$ cat config.mk
export PLATFORM = sky130hd
export DESIGN_NAME = piradip_cdc_dst_hsk_ctrl
export DESIGN_NICKNAME = d
export VERILOG_FILES = /design/src/rtl/piradip_cdc_dst_hsk_ctrl.sv
export SDC_FILE = /design/constraint.sdc
export NUM_CORES = 1
export LEC_CHECK = 0
export CAP_MARGIN = 10
export CORE_MARGIN = 5
export CORE_UTILIZATION = 40
export CTS_BUF_LIST = sky130_fd_sc_hd__clkbuf_16
export DETAILED_ROUTE_END_ITERATION = 10
export PLACE_DENSITY = 0.82
export SYNTH_ARGS = -nofsm -noshare
export SYNTH_HDL_FRONTEND = slang
export SYNTH_SLANG_ARGS = --single-unit
$ cat constraint.sdc
create_clock -name dst_clk -period 1.45 [get_ports dst_clk]
set_clock_uncertainty 0.2 [all_clocks]
set_input_delay 0.29 -clock dst_clk [delete_from_list [all_inputs] [get_ports dst_clk]]
set_output_delay 0.29 -clock dst_clk [all_outputs]
set_load 0.005 [all_outputs]
$ cat src/rtl/piradip_cdc_dst_hsk_ctrl.sv
// piradip_cdc_dst_hsk_ctrl
// Destination-side controller for an xpm_cdc_handshake built with DEST_EXT_HSK=1.
// It lives entirely in dst_clk and turns the synchronized dest_req level into a
// single-word valid/ready stream. dest_ack is held back until the consumer takes
// the word, so backpressure reaches all the way to the source domain.
// It also keeps a sticky copy of the last accepted word for register-style users.
// Optional build macro: PIRADIP_CDC_DST_STATS_EN adds a 32-bit accepted-word counter.
module piradip_cdc_dst_hsk_ctrl #(
    parameter int               WIDTH     = 32,
    parameter logic [WIDTH-1:0] RESET_VAL = '0
) (
    input  logic             dst_clk,
    input  logic             rst,
    input  logic             dst_req,
    input  logic [WIDTH-1:0] dst_in,
    output logic             dst_ack,
    output logic             m_valid,
    input  logic             m_ready,
    output logic [WIDTH-1:0] m_data,
    output logic [WIDTH-1:0] dst_data_hold,
    output logic             dst_hold_ready,
`ifdef PIRADIP_CDC_DST_STATS_EN
    output logic [31:0]      xfer_count,
`endif
    output logic             proto_err
);

    typedef enum logic [1:0] {
        ST_IDLE  = 2'd0,
        ST_VALID = 2'd1,
        ST_ACK   = 2'd2
    } state_t;

    state_t           state_q, state_d;
    logic             dst_ack_q, dst_ack_d;
    logic             m_valid_q, m_valid_d;
    logic [WIDTH-1:0] m_data_q, m_data_d;
    logic [WIDTH-1:0] hold_q, hold_d;
    logic             hold_ready_q, hold_ready_d;
    logic             proto_err_q, proto_err_d;
    logic             accept;

    // Next-state and registered-output logic; every output comes straight from a flop.
    always_comb begin
        state_d      = state_q;
        dst_ack_d    = dst_ack_q;
        m_valid_d    = m_valid_q;
        m_data_d     = m_data_q;
        hold_d       = hold_q;
        hold_ready_d = hold_ready_q;
        proto_err_d  = proto_err_q;
        accept       = 1'b0;
        case (state_q)
            ST_IDLE: begin
                dst_ack_d = 1'b0;
                if (dst_req) begin
                    // dst_in is guaranteed stable while dst_req is high
                    m_data_d  = dst_in;
                    m_valid_d = 1'b1;
                    state_d   = ST_VALID;
                end
            end
            ST_VALID: begin
                // Source withdrew its request before we acked: flag it, but still deliver
                if (!dst_req) begin
                    proto_err_d = 1'b1;
                end
                if (m_ready) begin
                    accept       = 1'b1;
                    m_valid_d    = 1'b0;
                    dst_ack_d    = 1'b1;
                    hold_d       = m_data_q;
                    hold_ready_d = 1'b1;
                    state_d      = ST_ACK;
                end
            end
            ST_ACK: begin
                // Keep acking until the source drops its request (four-phase handshake)
                if (!dst_req) begin
                    dst_ack_d = 1'b0;
                    state_d   = ST_IDLE;
                end
            end
            default: begin
                dst_ack_d = 1'b0;
                m_valid_d = 1'b0;
                state_d   = ST_IDLE;
            end
        endcase
    end

    // State and output registers with synchronous reset
    always_ff @(posedge dst_clk) begin
        if (rst) begin
            state_q      <= ST_IDLE;
            dst_ack_q    <= 1'b0;
            m_valid_q    <= 1'b0;
            m_data_q     <= '0;
            hold_q       <= RESET_VAL;
            hold_ready_q <= 1'b0;
            proto_err_q  <= 1'b0;
        end else begin
            state_q      <= state_d;
            dst_ack_q    <= dst_ack_d;
            m_valid_q    <= m_valid_d;
            m_data_q     <= m_data_d;
            hold_q       <= hold_d;
            hold_ready_q <= hold_ready_d;
            proto_err_q  <= proto_err_d;
        end
    end

    assign dst_ack        = dst_ack_q;
    assign m_valid        = m_valid_q;
    assign m_data         = m_data_q;
    assign dst_data_hold  = hold_q;
    assign dst_hold_ready = hold_ready_q;
    assign proto_err      = proto_err_q;

`ifdef PIRADIP_CDC_DST_STATS_EN
    logic [31:0] xfer_count_q, xfer_count_d;

    // Accepted-word counter; wraps naturally at 2^32
    always_comb begin
        xfer_count_d = xfer_count_q;
        if (accept) begin
            xfer_count_d = xfer_count_q + 32'd1;
        end
    end

    // Counter register
    always_ff @(posedge dst_clk) begin
        if (rst) begin
            xfer_count_q <= 32'd0;
        end else begin
            xfer_count_q <= xfer_count_d;
        end
    end

    assign xfer_count = xfer_count_q;
`endif

endmodule

---- Word level (Yosys, flattened, before mapping) ----
Index checks and enable logic that the tools add are counted.
W data, S select, Z words.
operators by class
  $add $sub $neg .......................... 0
  multiply operators ...................... 0
  divide/modulo/power cells ............... 0
  order comparisons ....................... 0
  equality and inequality tests ........... 5
  shifts and indexed selects .............. 0
  multiplexer cells ....................... 10
  bitwise gates (word level) .............. 2
  reductions and logical operators ........ 7
operators with widths
  kind                  number
  $reduce_and A2 Y1     4
  $mux W2               3
  $ne A2 B2 Y1 const B  3
  $pmux W2 S3           1
  $reduce_and A3 Y1     2
  $mux W1               4
  $pmux W1 S3           1
  $eq A2 B1 Y1 const B  1
  $eq A2 B2 Y1 const B  1
  $logic_not A2 Y1      1
  $not A1 Y1            2
  $pmux W1 S2           1
word-level totals
  register bits ........................... 70
  latch bits .............................. 0
  RAM bits ................................ 0
  memory bits (read-only) ................. 0
  input port bits ......................... 36
  output and inout port bits .............. 68
  memories ................................ 0

---- Depth between registers and ports, before layout ----
Gate-level depths: netlist (run 1).
  word-level depth ........................ 3
  gate-level depth with buffers ........... 5
  gate-level depth less buffers ........... 2

---- Worst setup path before layout (run 1) ----
Ideal clock, no wire load.
  path type ............................... reg2reg
  start point ............................. reg state_q[0]
  end point ............................... reg m_data_q[0] (netlist: m_data[0])
  library setup time ...................... 0.072 ns
  arrival ................................. 1.084 ns
  path slack .............................. 0.095 ns
  stages on the path, launching flop included .. 6
  buffers on the path ..................... 3
  clock period less this slack ............ 1.355 ns
  cell sequence ........................... dfxtp_1 > buf_2 > nor3b_1 > buf_4 > buf_8 > mux2i_1
on the way
  cells in the longest elaborated chain, start to end .. 2
RTL lines
  what                         line  source
  from (decl)                  34    state_t state_q, state_d;
  from (signal assigned)       103   state_q <= state_d;
  $logic_not A2 Y1             53    case (state_q)
  $reduce_and A2 Y1 (no line)  --
  to (signal assigned)         106   m_data_q <= m_data_d;
  to (decl)                    37    logic [WIDTH-1:0] m_data_q, m_data_d;
No other way between the ends.
A chain may end at the register's enable or synchronous reset.

---- Worst setup path in the final report (run 1) ----
  start point ............................. reg m_data_q[20] (netlist: m_data[20])
  end point ............................... out m_data[20]
RTL lines
  what       line  source
  to (decl)  19    output logic [WIDTH-1:0] m_data,
No word-level cell between the ends.

==> out/metrics.yaml, run 1 <==
clock_latency_ns: 0.32
chipWidth_um: 95.3
drive_gt1_share_pct: 8.68
htree_levels: 3
critical_path_buf_inv_count: 1
fp.dieH_um: 95.3
finalHoldViolations: 0
status: "completed"
end_kind: "primary output"
ys_types: 22
cts_buffers: 9
syn_nets: 303
irDropWorstVdd_mv: 0.649
syn_area_um2: 2910
ys_ff_latch: 70
layout_commonest_cell: "nand2b_1"
grt_first_pass_wirelength_um: 10900
slowest_stage: "dfxtp_1"
vias: 2213
p_leak_nw: 2.03
path_delay_family: "flip-flops"
place.gp.congestion: 0.710
crit_chain: "dlygate4sd2_1"
ant_nets: 0
antenna_found_initial: 0
clock-sinks: 70
period_share_pct: 96.8
min_path_type: "input port to flip-flop"
power_w: 0.00477
layout_common_cells: "nand2b_1, dlygate4sd2_1, dfxtp_1"
netlist.top_cell.by_area: "dfxtp_1"
dpl_cell_area_um2: 4040
nets: 411
tritoncts: "done"
stdcell_area_um2: 4330
arrival_ns: 0.91
min_period_ns: 1.40
drt_iter0_drc: 78
required_ns: 0.96
dieArea_um2: 9080
post-route-util_pct: 60.4
gr-total-overflow: 0
crit_path_max_fanout: 2
drcViolationCount: 0
io_pins: 104
crit_path_max_incr_delay_ns: 0.34
cts_buffer_depth: 2
core.rowCount: 31
grt_max_degree: 49
drt-total-wl_um: 7150
avgSynthCellArea_um2: 10.9
worst_slew_pin_slew_ns: 0.313
grt_usage_pct: 15.7
diodes: 0
seq_area_frac_synth_pct: 48.2
grt_pass1_vias: 2272
routedWlPerCell_um: 14.9
maxSlewViolCount: 0
cts_root_buffer: "clkbuf_16"
synthCells: 267
p_per_area_nw_per_um2: 1100
port_buffers: 103
yosysWarnings: 0
dp_hpwl_um: 4900
critPathLaunchType: "flip-flop"
yosysTopAreaCellShare_pct: 48.2
slew_headroom_pct: 78.6
fmax_ghz: 0.713
start_util_pct: 40.6
cap_violations: 0
ys_top_cells_by_area: "dfxtp_1, mux2i_1, nand2b_1, buf_8, clkbuf_1"
area.growth.synth_to_final_pct: 48.8
via_per_inst: 4.62
core_region_area_um2: 7180
setup_violations: 0
first_pass_iters: 4
path_clk_slew_ns: 0.05
worstSetupPathType: "flip-flop to primary output"
==> stage by stage <==
| step | cells | worst slack (ns) | hold slack (ns) | TNS [ns] |
|---|---|---|---|---|
| after floorplan | 267 | 0.0948 | 0.207 | 0 |
| after global placement | 459 | -0.312 | 0.248 | -15.11 |
| after detailed placement | 459 | -0.382 | 0.258 | -16.79 |
| after CTS | 475 | 0.0108 | 0.0917 | 0 |
| after global routing | 479 | -0.00767 | 0.118 | -0.0183 |
| final | 479 | 0.0471 | 0.0951 | 0 |
==> state kept, by name (all words and copies together) (netlist names) <==
signal          cells
state_q             2
dst_data_hold      32
m_valid             1
dst_ack             1
dst_hold_ready      1
m_data             32
proto_err           1
==> what timing repair did <==
item | in CTS | in global routing
gates cloned | 0 | 3
hold buffers | 0 | 0
pin swaps | 0 | 1
setup endpoints to repair | 80 | 35
resized for setup | 73 | 3
endpoints found under the hold margin | 0 | 0
buffers inserted | 0 | 1
==> worst paths after layout <==
check                                        startpoint                      end  slack, ns  cells past startpoint
worst max-delay path            m_data[20]$_SDFFE_PP0P_               m_data[20]       0.05                      1
worst min-delay path                                rst  state_q[1]$_SDFFE_PP0P_        0.1                      2
worst max register to register  state_q[0]$_SDFFE_PP0P_  m_data[22]$_SDFFE_PP0P_       0.06                      4
worst min register to register   proto_err$_SDFFE_PP0P_   proto_err$_SDFFE_PP0P_       0.27                      1
==> cell families after synthesis <==
| group | count (synthesis) | share of synthesized area [%] |
|---|---|---|
| and+or+nand+nor | 105 | 22.9 |
| DFF | 70 | 48.2 |
| muxes | 64 | 22.0 |
| buffers and inverters | 21 | 5.29 |
| AOI/OAI and AO/OA | 7 | 1.68 |
==> area by class of cell <==
cell class,count,area [µm²]
multi-input cells,176,1370
clock inverters,7,57.6
repair buffers,117,1150
inverters,1,3.75
fillers,624,2840
well taps,99,124
flip-flops and latches,70,1410
clock buffers,9,225
==> synth_stat cells (all sizes together) <==
cell type  instances
nor2b              1
clkbuf            10
inv                1
and3b              1
a22o               1
nand3b             3
buf               10
nand2b            96
dfxtp             70
a21oi              1
a2111oi            1
o21a               2
o21ai              1
nor2               1
a31oi              1
nor3b              2
nand4b             1
mux2i             64
==> per-layer routing <==
| layer | track usage [%] | vias up | share of wire (%) |
|---|---|---|---|
| met4 | 9.62 | 0 | 2.6 |
| met3 | 3.00 | 16 | 4.1 |
| met5 | 0 | - | 0 |
| met1 | 17.5 | 1040 | 42 |
| met2 | 27.3 | 59 | 51 |
| li1 | - | 1098 | - |
==> power breakdown <==
| part | leakage (nW) | switching, W | internal [W] |
|---|---|---|---|
| clock network | 0.143 | 0.000756 | 0.00130 |
| registers | 0.573 | 0.0000561 | 0.00202 |
| logic | 1.31 | 0.000250 | 0.000386 |
(Power assumes the default switching activity.)
==> run 2: changes to the inputs <==
Settings changed: CORE_UTILIZATION 40 to 56, CTS_CLUSTER_DIAMETER set to 30, DONT_BUFFER_PORTS set to 1, PLACE_DENSITY 0.82 to 0.8.
==> run 2 against run 1 <==
Compared with the run above: the run now ends with hold timing left; combinational power decreased by 28%; register-to-register slack worse by 0.02 ns; global-route usage grew 6.0 points; core utilization rose by 18 points; clock power hardly changed; critical path type is now flip-flop to flip-flop; critical endpoint is now dst_data_hold[22]$_SDFFE_PP0P_; largest cell class unchanged.
==> out/metrics.yaml, run 2 (same netlist as run 1, synthesis figures left out) <==
place.gp.congestion: 0.753
layout_commonest_cell: "nand2b_1"
post-route-util_pct: 78.2
irDropWorstVdd_mv: 1.07
grt_pass1_vias: 2265
diodes: 0
cts_root_buffer: "clkbuf_16"
p_leak_nw: 1.53
min_path_type: "input port to flip-flop"
post_cts_buffers: 0
p_per_area_nw_per_um2: 1170
io_pins: 104
timing.reg2reg.setup_slack_ns: 0.04
crit-reg2reg-capture: "dst_data_hold[22]$_SDFFE_PP0P_"
slew_headroom_pct: 79.3
core.rowCount: 26
drt_iter0_drc: 60
cap_violations: 0
hold_ws_ns: -0.0251
crit_path_max_fanout: 2
ant_nets: 0
end_kind: "flip-flop"
gr-total-overflow: 0
arrival_ns: 1.44
path_clk_slew_ns: 0.05
core_region_area_um2: 5070
drcViolationCount: 0
failed_checks: "hold timing"
drt-total-wl_um: 6950
layout_common_cells: "nand2b_1, dlygate4sd3_1, mux2i_1"
via_per_inst: 5.15
routedWlPerCell_um: 16.9
cts_buffers: 9
dieArea_um2: 6740
status: "finished, violations left"
htree_levels: 3
reg2reg_from: "dst_data_hold[22]$_SDFFE_PP0P_"
maxSlewViolCount: 0
grt_first_pass_wirelength_um: 11100
period_share_pct: 97.4
required_ns: 1.48
dp_hpwl_um: 3690
critPathLaunchType: "flip-flop"
grt_usage_pct: 21.7
clock_latency_ns: 0.32
tritoncts: "done"
chipWidth_um: 82.1
worstHoldPathCells: 2
power_w: 0.00465
worst_slew_pin_slew_ns: 0.302
setup_violations: 0
num-fill-cells: 329
dp_cells: 326
finalNonFillerCells: 410
post-place-ws_ns: 0.0152
fp.dieH_um: 82.1
vias: 2111
area.growth.synth_to_final_pct: 36.4
port_buffers: 0
antenna_found_initial: 0
clock-sinks: 70
worstSetupPathType: "flip-flop to flip-flop"
fin_ws_ns: 0.0371
grt_max_degree: 61
start_util_pct: 57.3
hold_end: "dst_data_hold[9]$_SDFFE_PP0P_"
reg2reg_depth: 3
cts_buffer_depth: 2
drive_gt1_share_pct: 12.4
nets: 371
first_pass_iters: 4
min_period_ns: 1.41
fmax_ghz: 0.708
hp-start: "rst"
finalHoldViolations: 5
==> run 2: cell count changes in the layout (fill, tap and decap cells not counted), moves of 2 or more <==
cell	before	now
buf_6	1	4
clkinv_2	1	4
buf_4	6	3
clkinv_1	2	0
dlygate4sd2_1	68	0
dfxtp_2	5	15
clkbuf_16	11	9
dfxtp_1	65	55
clkdlybuf4s50_1	33	0
buf_12	5	3
inv_1	3	1
dlygate4sd3_1	0	66
==> run 2: worst max-delay path by stage <==
stage,from,endpoint,slack (ns),cells past startpoint
6_report,dst_data_hold[22]$_SDFFE_PP0P_,dst_data_hold[22]$_SDFFE_PP0P_,0.04,3
5_1_grt,dst_data_hold[22]$_SDFFE_PP0P_,dst_data_hold[22]$_SDFFE_PP0P_,-0.002,3
4_1_cts,state_q[1]$_SDFFE_PP0P_,m_data[0]$_SDFFE_PP0P_,0.004,3
3_5_place_dp,state_q[1]$_SDFFE_PP0P_,m_data[26]$_SDFFE_PP0P_,0.02,3
3_3_place_gp,state_q[1]$_SDFFE_PP0P_,m_data[26]$_SDFFE_PP0P_,0.11,3
2_1_floorplan,state_q[0]$_SDFFE_PP0P_,m_data[0]$_SDFFE_PP0P_,0.09,5
==> run 2: final cells by class <==
cell class	count	area [µm²]	share of cell area, %
Multi-Input combinational cell	176	1370	34.4
Clock buffer	9	225	5.67
Inverter	1	3.75	0.0946
Sequential cell	70	1420	35.8
Timing Repair Buffer	77	801	20.2
Clock inverter	7	65.1	1.64
Tap cell	70	87.6	2.21
==> run 2: worst max-delay path: stages (launching register included) <==
cell           delay, ns
dfxtp_2             0.33
nand2b_1            0.05
dlygate4sd3_1       0.57
mux2i_1             0.17
==> run 2: report_power, final <==
part           internal [W]  switching, W
registers           0.00202     0.0000798
logic              0.000273      0.000184
clock network       0.00132      0.000777
==> run 2: what timing repair did <==
| action | CTS | global route |
|---|---|---|
| pin swaps | 0 | 1 |
| hold buffers | 73 | 0 |
| endpoints found under the hold margin | 69 | 0 |
| endpoints found under the setup margin | 1 | 42 |
| resized for setup | 1 | 20 |
==> run 2: through the flow <==
step	setup TNS (ns)	area, µm²
3_5_place_dp	0	2950
4_1_cts	0	3980
5_1_grt	-0.00150	3970
6_report	0	3970
2_1_floorplan	0	2910
3_3_place_gp	0	2950
==> run 2: metal layers <==
metal	vias to the layer above	GRT usage [%]	part of all wire (%)
li1	1023	-	-
met1	1009	24.0	38
met5	-	0	0
met4	0	9.63	1.6
met2	68	38.5	52
met3	11	6.18	7.8
==> run 3: changes to the inputs <==
Settings changed: SLEW_MARGIN set to 20.
==> results of run 3 <==
No change in the layout: final DEF, timing and power equal those of run 2.
